`config.mk`:
```
export PLATFORM = sky130hd
export DESIGN_NAME = bcd_scan_display
export DESIGN_NICKNAME = d
export VERILOG_FILES = /design/src/rtl/bcd_scan_display.sv
export SDC_FILE = /design/constraint.sdc
export NUM_CORES = 1
export LEC_CHECK = 0
export ABC_CLOCK_PERIOD_IN_PS = 2900
export BUFFER_PORTS_ARGS = -buffer_cell sky130_fd_sc_hd__buf_4
export CAP_MARGIN = 20
export CORE_MARGIN = 2
export CORE_UTILIZATION = 49
export CTS_BUF_LIST = sky130_fd_sc_hd__clkbuf_2 sky130_fd_sc_hd__clkbuf_4 sky130_fd_sc_hd__clkbuf_8
export DETAILED_ROUTE_END_ITERATION = 7
export PLACE_DENSITY = 0.7
export SYNTH_ARGS = -nofsm -noshare
export SYNTH_HDL_FRONTEND = slang
export SYNTH_SLANG_ARGS = --single-unit
```
`constraint.sdc`:
```
create_clock -name CLK -period 2.9 [get_ports CLK]
set_input_delay 0.435 -clock CLK [delete_from_list [all_inputs] [get_ports CLK]]
set_output_delay 0.435 -clock CLK [all_outputs]
set_load 0.01 [all_outputs]
```
`src/rtl/bcd_scan_display.sv`:
```
// Binary-to-BCD converter (sequential double-dabble) driving a 4-of-8 digit, active-low
// multiplexed 7-segment bus. Define LEADING_ZERO_BLANK_EN to blank leading zero digits.
module bcd_scan_display #(
    parameter int VALUE_W  = 10,
    parameter int SCAN_DIV = 41666
) (
    input  logic               CLK,
    input  logic               RST_N,
    input  logic [VALUE_W-1:0] VALUE,
    input  logic               ERR,
    input  logic               LOAD,
    output logic               BUSY,
    output logic [15:0]        DISPLAY
);

    localparam int PRE_W  = (SCAN_DIV > 1) ? $clog2(SCAN_DIV) : 1;
    localparam int ITER_W = $clog2(VALUE_W + 1);

    typedef enum logic [1:0] {IDLE, SHIFT, COMMIT} state_t;

    state_t              state, state_nxt;
    logic [ITER_W-1:0]   iter;
    logic [VALUE_W-1:0]  bin_sr;
    logic [15:0]         bcd_acc;
    logic                err_pending;
    logic [15:0]         digits;
    logic                err_latched;
    logic                load_go;
    logic                last_iter;

    logic [PRE_W-1:0]    presc;
    logic                wrap;
    logic [1:0]          idx, idx_nxt;
    logic [3:0]          nib;
    logic [7:0]          seg_nxt, an_nxt;

    // Add 3 to every BCD nibble that is 5 or more, ahead of the left shift.
    function automatic logic [15:0] dabble(input logic [15:0] b);
        logic [15:0] r;
        for (int i = 0; i < 4; i++) begin
            r[4*i +: 4] = (b[4*i +: 4] >= 4'd5) ? b[4*i +: 4] + 4'd3 : b[4*i +: 4];
        end
        return r;
    endfunction

    function automatic logic [7:0] seg_code(input logic [3:0] d);
        case (d)
            4'd0:    seg_code = 8'h03;
            4'd1:    seg_code = 8'h9F;
            4'd2:    seg_code = 8'h25;
            4'd3:    seg_code = 8'h0D;
            4'd4:    seg_code = 8'h99;
            4'd5:    seg_code = 8'h49;
            4'd6:    seg_code = 8'h41;
            4'd7:    seg_code = 8'h1F;
            4'd8:    seg_code = 8'h01;
            4'd9:    seg_code = 8'h09;
            default: seg_code = 8'hFF;
        endcase
    endfunction

    assign load_go   = (state == IDLE) && LOAD;
    assign last_iter = (iter == ITER_W'(VALUE_W - 1));
    assign BUSY      = (state != IDLE);

    always_ff @(posedge CLK or negedge RST_N) begin
        if (!RST_N) begin
            state       <= IDLE;
            iter        <= '0;
            digits      <= '0;
            err_latched <= 1'b0;
        end else begin
            state <= state_nxt;
            if (load_go)
                iter <= '0;
            else if (state == SHIFT)
                iter <= iter + 1'b1;
            if (state == COMMIT) begin
                digits      <= bcd_acc;
                err_latched <= err_pending;
            end
        end
    end

    always_comb begin
        state_nxt = state;
        case (state)
            IDLE:    if (LOAD) state_nxt = SHIFT;
            SHIFT:   if (last_iter) state_nxt = COMMIT;
            COMMIT:  state_nxt = IDLE;
            default: state_nxt = IDLE;
        endcase
    end

    // Conversion datapath carries no reset; it is always reloaded before use.
    always_ff @(posedge CLK) begin
        if (load_go) begin
            bin_sr      <= VALUE;
            bcd_acc     <= '0;
            err_pending <= ERR;
        end else if (state == SHIFT) begin
            {bcd_acc, bin_sr} <= {dabble(bcd_acc), bin_sr} << 1;
        end
    end

    assign wrap    = (presc == PRE_W'(SCAN_DIV - 1));
    assign idx_nxt = idx + 2'd1;
    assign an_nxt  = ~(8'h80 >> idx_nxt);

    always_comb begin
        case (idx_nxt)
            2'd0:    nib = digits[15:12];
            2'd1:    nib = digits[11:8];
            2'd2:    nib = digits[7:4];
            default: nib = digits[3:0];
        endcase
    end

`ifdef LEADING_ZERO_BLANK_EN
    logic lead_zero;

    always_comb begin
        case (idx_nxt)
            2'd0:    lead_zero = (digits[15:12] == 4'd0);
            2'd1:    lead_zero = (digits[15:8] == 8'd0);
            2'd2:    lead_zero = (digits[15:4] == 12'd0);
            default: lead_zero = 1'b0;
        endcase
    end
`endif

    always_comb begin
        seg_nxt = seg_code(nib);
`ifdef LEADING_ZERO_BLANK_EN
        if (lead_zero) seg_nxt = 8'hFF;
`endif
        if (err_latched) seg_nxt = 8'hFF;
    end

    // Index advances on the same wrap that registers the bus, so it shows the new slot.
    always_ff @(posedge CLK or negedge RST_N) begin
        if (!RST_N) begin
            presc   <= '0;
            idx     <= 2'd0;
            DISPLAY <= 16'hFFFF;
        end else if (wrap) begin
            presc   <= '0;
            idx     <= idx_nxt;
            DISPLAY <= {seg_nxt, an_nxt};
        end else begin
            presc <= presc + 1'b1;
        end
    end

endmodule
```
Word-level counts from Yosys, hierarchy flattened:

Memory sizes are Yosys's and may differ from the RTL's.
Cells that the tools add are included.
Widths: inputs -> output; s select.

* output and inout port bits: 17
* register bits: 84
* memory bits (read-only): 112
* logic and storage cells: 52
* memories kept: 1

* shifts and indexed selects: 1
* eq/ne operators: 8
* add/sub/neg operators: 7
* magnitude comparators: 4
* mux-type cells: 14
* bitwise gates (word level): 1
* reduce and logical (&&, ||, !) cells: 6

Memories
* (name not given): words 16, width 7, read ports 1, clocked after memory_dff 0, write ports 0, line 47 `case (d)`

Operators with widths (number)
* $mux 10: 2
* $mux 4: 5
* $add 16x1->16 const B: 1
* $eq 16x16->1 const B: 1
* $ge 4x3->1 const B: 4
* $mux 16: 1
* $add 4x2->4 const B: 3
* $pmux 4 s3: 1
* $mux 8: 1
* $not 8->8: 1
* $shr 8x2->8 const A: 1
* $add 4x1->4 const B: 1
* $eq 2x1->1 const B: 2
* $eq 2x2->1 const B: 2
* $eq 4x4->1 const B: 1
* $logic_not 2->1: 2
* $mux 2: 2
* $ne 2x2->1 const B: 2
* $pmux 2 s2: 1
* $reduce_bool 2->1: 2
* $add 3x2->3 const B: 1
* $mux 3: 1
* $add 2x1->2 const B: 1
* $reduce_and 2->1: 1
* $logic_and 1x1->1: 1

Longest topological paths before layout:

An unclocked memory read counts as a cell.

* depth in word-level cells: 5
* gate-level depth with buffers: 10

Least setup slack after synthesis:

OpenSTA, ideal clock, no wires.

* path kind: flip-flop to flip-flop
* from: reg idx[0]
* to: reg DISPLAY[10]
* path slack: 787 ps
* library setup time: 83 ps
* buffers on the path: 0
* stages on the path, launching flop included: 10
* data arrival time: 2030 ps
* cells stage by stage: dfrtp_1 -> inv_1 -> ha_1 -> clkinv_1 -> o21ai_0 -> inv_1 -> ha_1 -> nor2_1 -> nor3_1 -> a221o_1

* longest elaborated chain between the ends: 5

RTL lines
* start, declared: line 33 `logic [1:0] idx, idx_nxt;`
* start signal, assigned: line 148 `idx <= idx_nxt;`
* $add 2x1->2 *: line 107 `assign idx_nxt = idx + 2'd1;`
* named net idx_nxt[0]: line 33
* $eq 2x2->1 (tied with other cells): line 111 `case (idx_nxt)`
* $pmux 4 s3 *: line 111
* $mem_v2 16x7 *
* $mux 8 *: line 137 `if (err_latched) seg_nxt = 8'hFF;`
* end signal, assigned: line 149 `DISPLAY <= {seg_nxt, an_nxt};`
* end, declared: line 13 `output logic [15:0] DISPLAY`

The timed path passes the listed nets; every way through them passes the cells marked *.
A chain may end at the register's enable or synchronous reset.

Final worst setup path:

Ends and elaborated chain as after synthesis.

==> flow_summary.json <==
{
  "status": "complete, no violations",
  "drive_gt1_share_pct": 18.4,
  "cts_max_level": 3,
  "period_needed_ns": 2.44,
  "tritoncts": "done",
  "syn_area_mm2": 0.00384,
  "start_util_pct": 50.2,
  "cts_resized": 0,
  "die_area_mm2": 0.00856,
  "multiInputGateArea_mm2": 0.00172,
  "final_nets": 434,
  "syn_area_per_cell_um2": 10.2,
  "grt-ovfl-total": 0,
  "worstPathMaxFanout": 6,
  "finalSetupViolCount": 0,
  "yosys_warnings": 0,
  "firstDrtPassIters": 6,
  "cts.reportedPaths.clkPinSlew_ns": 0.08,
  "yosysTopAreaCell": "dfrtp_1",
  "rows": 32,
  "clock_path_buffers": 2,
  "crit_path_max_incr_delay_ns": 0.50,
  "postCtsSetupBuffers": 0,
  "cp-start-kind": "flop",
  "wl_mm": 6.63,
  "dpl.hpwl_mm": 4.68,
  "drt_iter0_markers": 118,
  "cts_buffers": 9,
  "fmax_mhz": 410,
  "die_h_um": 92.5,
  "antenna_found_initial": 0,
  "synth_area_leaders": "dfrtp_1, edfxtp_1, dfxtp_1",
  "ys_ff_latch": 79,
  "grt_first_pass_wirelength_mm": 11.8,
  "cts_sinks": 79,
  "pre_cts_slack_ns": 0.485,
  "synth.top_cell.area_share_pct": 26.7,
  "reg2reg_slack_ns": 0.46,
  "finalSetupTns_ns": 0,
  "tightest_slew_ns": 0.867,
  "grt_max_degree": 53,
  "clkLatencyLatePin_ns": 0.35,
  "ys_seq_area_share_pct": 51.2,
  "ir_drop_mv": 0.459,
  "path_cells": "inv_1 > ha_1 > clkinv_1 > o21ai_0 > inv_1 > ha_1 > nor2_1 > nor3_1 > a221o_1",
  "dr_total_vias": 2626,
  "ctsHoldBuffers": 0,
  "max-cap-violations": 0,
  "fp.dieW_um": 92.5,
  "io_pins": 31,
  "end_kind": "flop",
  "path_class": "reg2reg",
  "design.core.area_mm2": 0.00765,
  "track_usage_pct": 17.4,
  "final-seq-area_mm2": 0.00197,
  "hold_class": "in2async",
  "slew_viol_final": 0,
  "gp_congestion": 0.801,
  "yosys_most_used_dff": "dfrtp_1",
  "async_flop_share_pct": 65.8,
  "maxSlewHeadroom_pct": 42.2,
  "r2r_end": "DISPLAY[10]",
  "area_growth_pct": 10.8,
  "grt_pass1_vias": 2488,
  "drc": 0,
  "leakagePower_nw": 1.89,
  "synthCells": 375,
  "synth-edff-count": 11,
  "cp_data_required_time_ns": 3.19,
  "r2r-start": "idx[0]",
  "wl_per_cell_um": 13.1,
  "whs_ns": 0.103,
  "finClkSkew_ns": 0.00822,
  "ant_nets": 0,
  "via_per_inst": 5.20,
  "antenna_cells": 0,
  "dp.cells": 489,
  "power_density_mw_per_mm2": 811,
  "fin_crit_sh_pct": 84.1,
  "slowest_stage": "o21ai_0",
  "grt_setup_unrepaired": "no",
  "finalHoldViolCount": 0,
  "critPathArrivalTime_ns": 2.72,
  "cts.root.buffer_cell": "clkbuf_8",
  "synth_cell_type_count": 47,
  "layout.cells.non_filler": 505,
  "io_buffer_count": 25,
  "rr_worst_depth": 9,
  "fin_ws_ns": 0.462,
  "final.fill_count": 690
}
==> layout by cell type (no fill, tap or decap), drive strengths merged, types with 6 or more instances in the layout <==
cell    Yosys  routed
nand3      23      23
nor2       19      19
xnor2      15      15
a21oi      17      17
o21ai      36      36
xor2        6       6
buf        11      27
edfxtp     11      11
nand2b      6       6
nor3        6       6
ha         22      22
nand2      57      57
dfstp      11      11
mux2       11      11
clkbuf      8      10
dfxtp      16      16
inv        17      17
dfrtp      41      41
==> metal layers <==
metal | track usage, % | vias up | share of wire, %
li1 | - | 1327 | -
met1 | 23.8 | 1245 | 49
met2 | 27.3 | 44 | 46
met3 | 3.17 | 10 | 3.5
met4 | 7.34 | 0 | 1.7
met5 | 0 | - | 0
==> how the worst max path moves through the flow <==
stage | from | end | slack (ns)
3_5_place_dp | idx[0] | DISPLAY[10] | 0.49
3_3_place_gp | idx[0] | DISPLAY[10] | 0.65
2_1_floorplan | idx[0] | DISPLAY[10] | 0.79
4_1_cts | idx[0] | DISPLAY[10] | 0.47
5_1_grt | idx[0] | DISPLAY[10] | 0.18
6_report | idx[0] | DISPLAY[10] | 0.46
==> layout make-up <==
| cell class | count | area share, % |
|---|---|---|
| clock buffers | 10 | 3.09 |
| well taps | 102 | 3.00 |
| clock inverters | 6 | 0.882 |
| repair buffers | 27 | 4.76 |
| multi-input cells | 262 | 40.4 |
| inverters | 19 | 1.68 |
| flip-flops and latches | 79 | 46.2 |
==> critical path, delay by kind of cell, from the launching register on <==
family	cells	cell delay (ns)
buf+inv	3	0.49
fa+ha+maj	2	0.44
flops	1	0.41
compound gates	2	0.83
simple gates	2	0.19
==> cell usage after synthesis, drive strengths merged (2+ instances only) <==
master  count
nand2      57
dfrtp      41
o21ai      36
nand3      23
ha         22
nor2       19
a21oi      17
inv        17
dfxtp      16
xnor2      15
buf        11
dfstp      11
edfxtp     11
mux2       11
clkbuf      8
nand2b      6
nor3        6
xor2        6
a222oi      4
and3        4
and4        4
nand4       4
mux2i       3
o32ai       3
a211o       2
a221o       2
clkinv      2
nor2b       2
==> sequential cells by signal (all words and copies together), names as in the netlist <==
signal       flops
digits          16
idx              2
DISPLAY         11
presc           16
bin_sr          10
err_pending      1
bcd_acc         16
iter             4
state            2
err_latched      1
==> stage by stage <==
| step | power, mW | cell area (µm²) | utilization [%] |
|---|---|---|---|
| CTS | 3.48 | 4260 | 55.7 |
| floorplan | 2.48 | 3860 | - |
| finish | 3.45 | 4260 | 55.7 |
| detailed placement | 2.75 | 4090 | 53.5 |
| global route | 3.72 | 4260 | 55.7 |
| global placement | 2.71 | 4090 | 53.5 |
==> cells by family after synthesis <==
| logic type | share of synthesized area, % |
|---|---|
| AND/OR/NAND/NOR | 17.4 |
| flip-flops | 51.2 |
| AO/OA/AOI/OAI | 10.8 |
| buffers and inverters | 4.43 |
| adder cells (fa/ha/maj) | 7.17 |
| XOR/XNOR | 4.79 |
| multiplexers | 4.10 |
| other | 0.0976 |
==> report_power, final <==
group	total (mW)	internal, mW	leakage [nW]	switching (mW)
sequential	1.66	1.45	0.882	0.209
clock	0.724	0.316	0.0815	0.409
combinational	1.07	0.445	0.929	0.623
total	3.45	2.21	1.89	1.24
(Power assumes the default switching activity.)
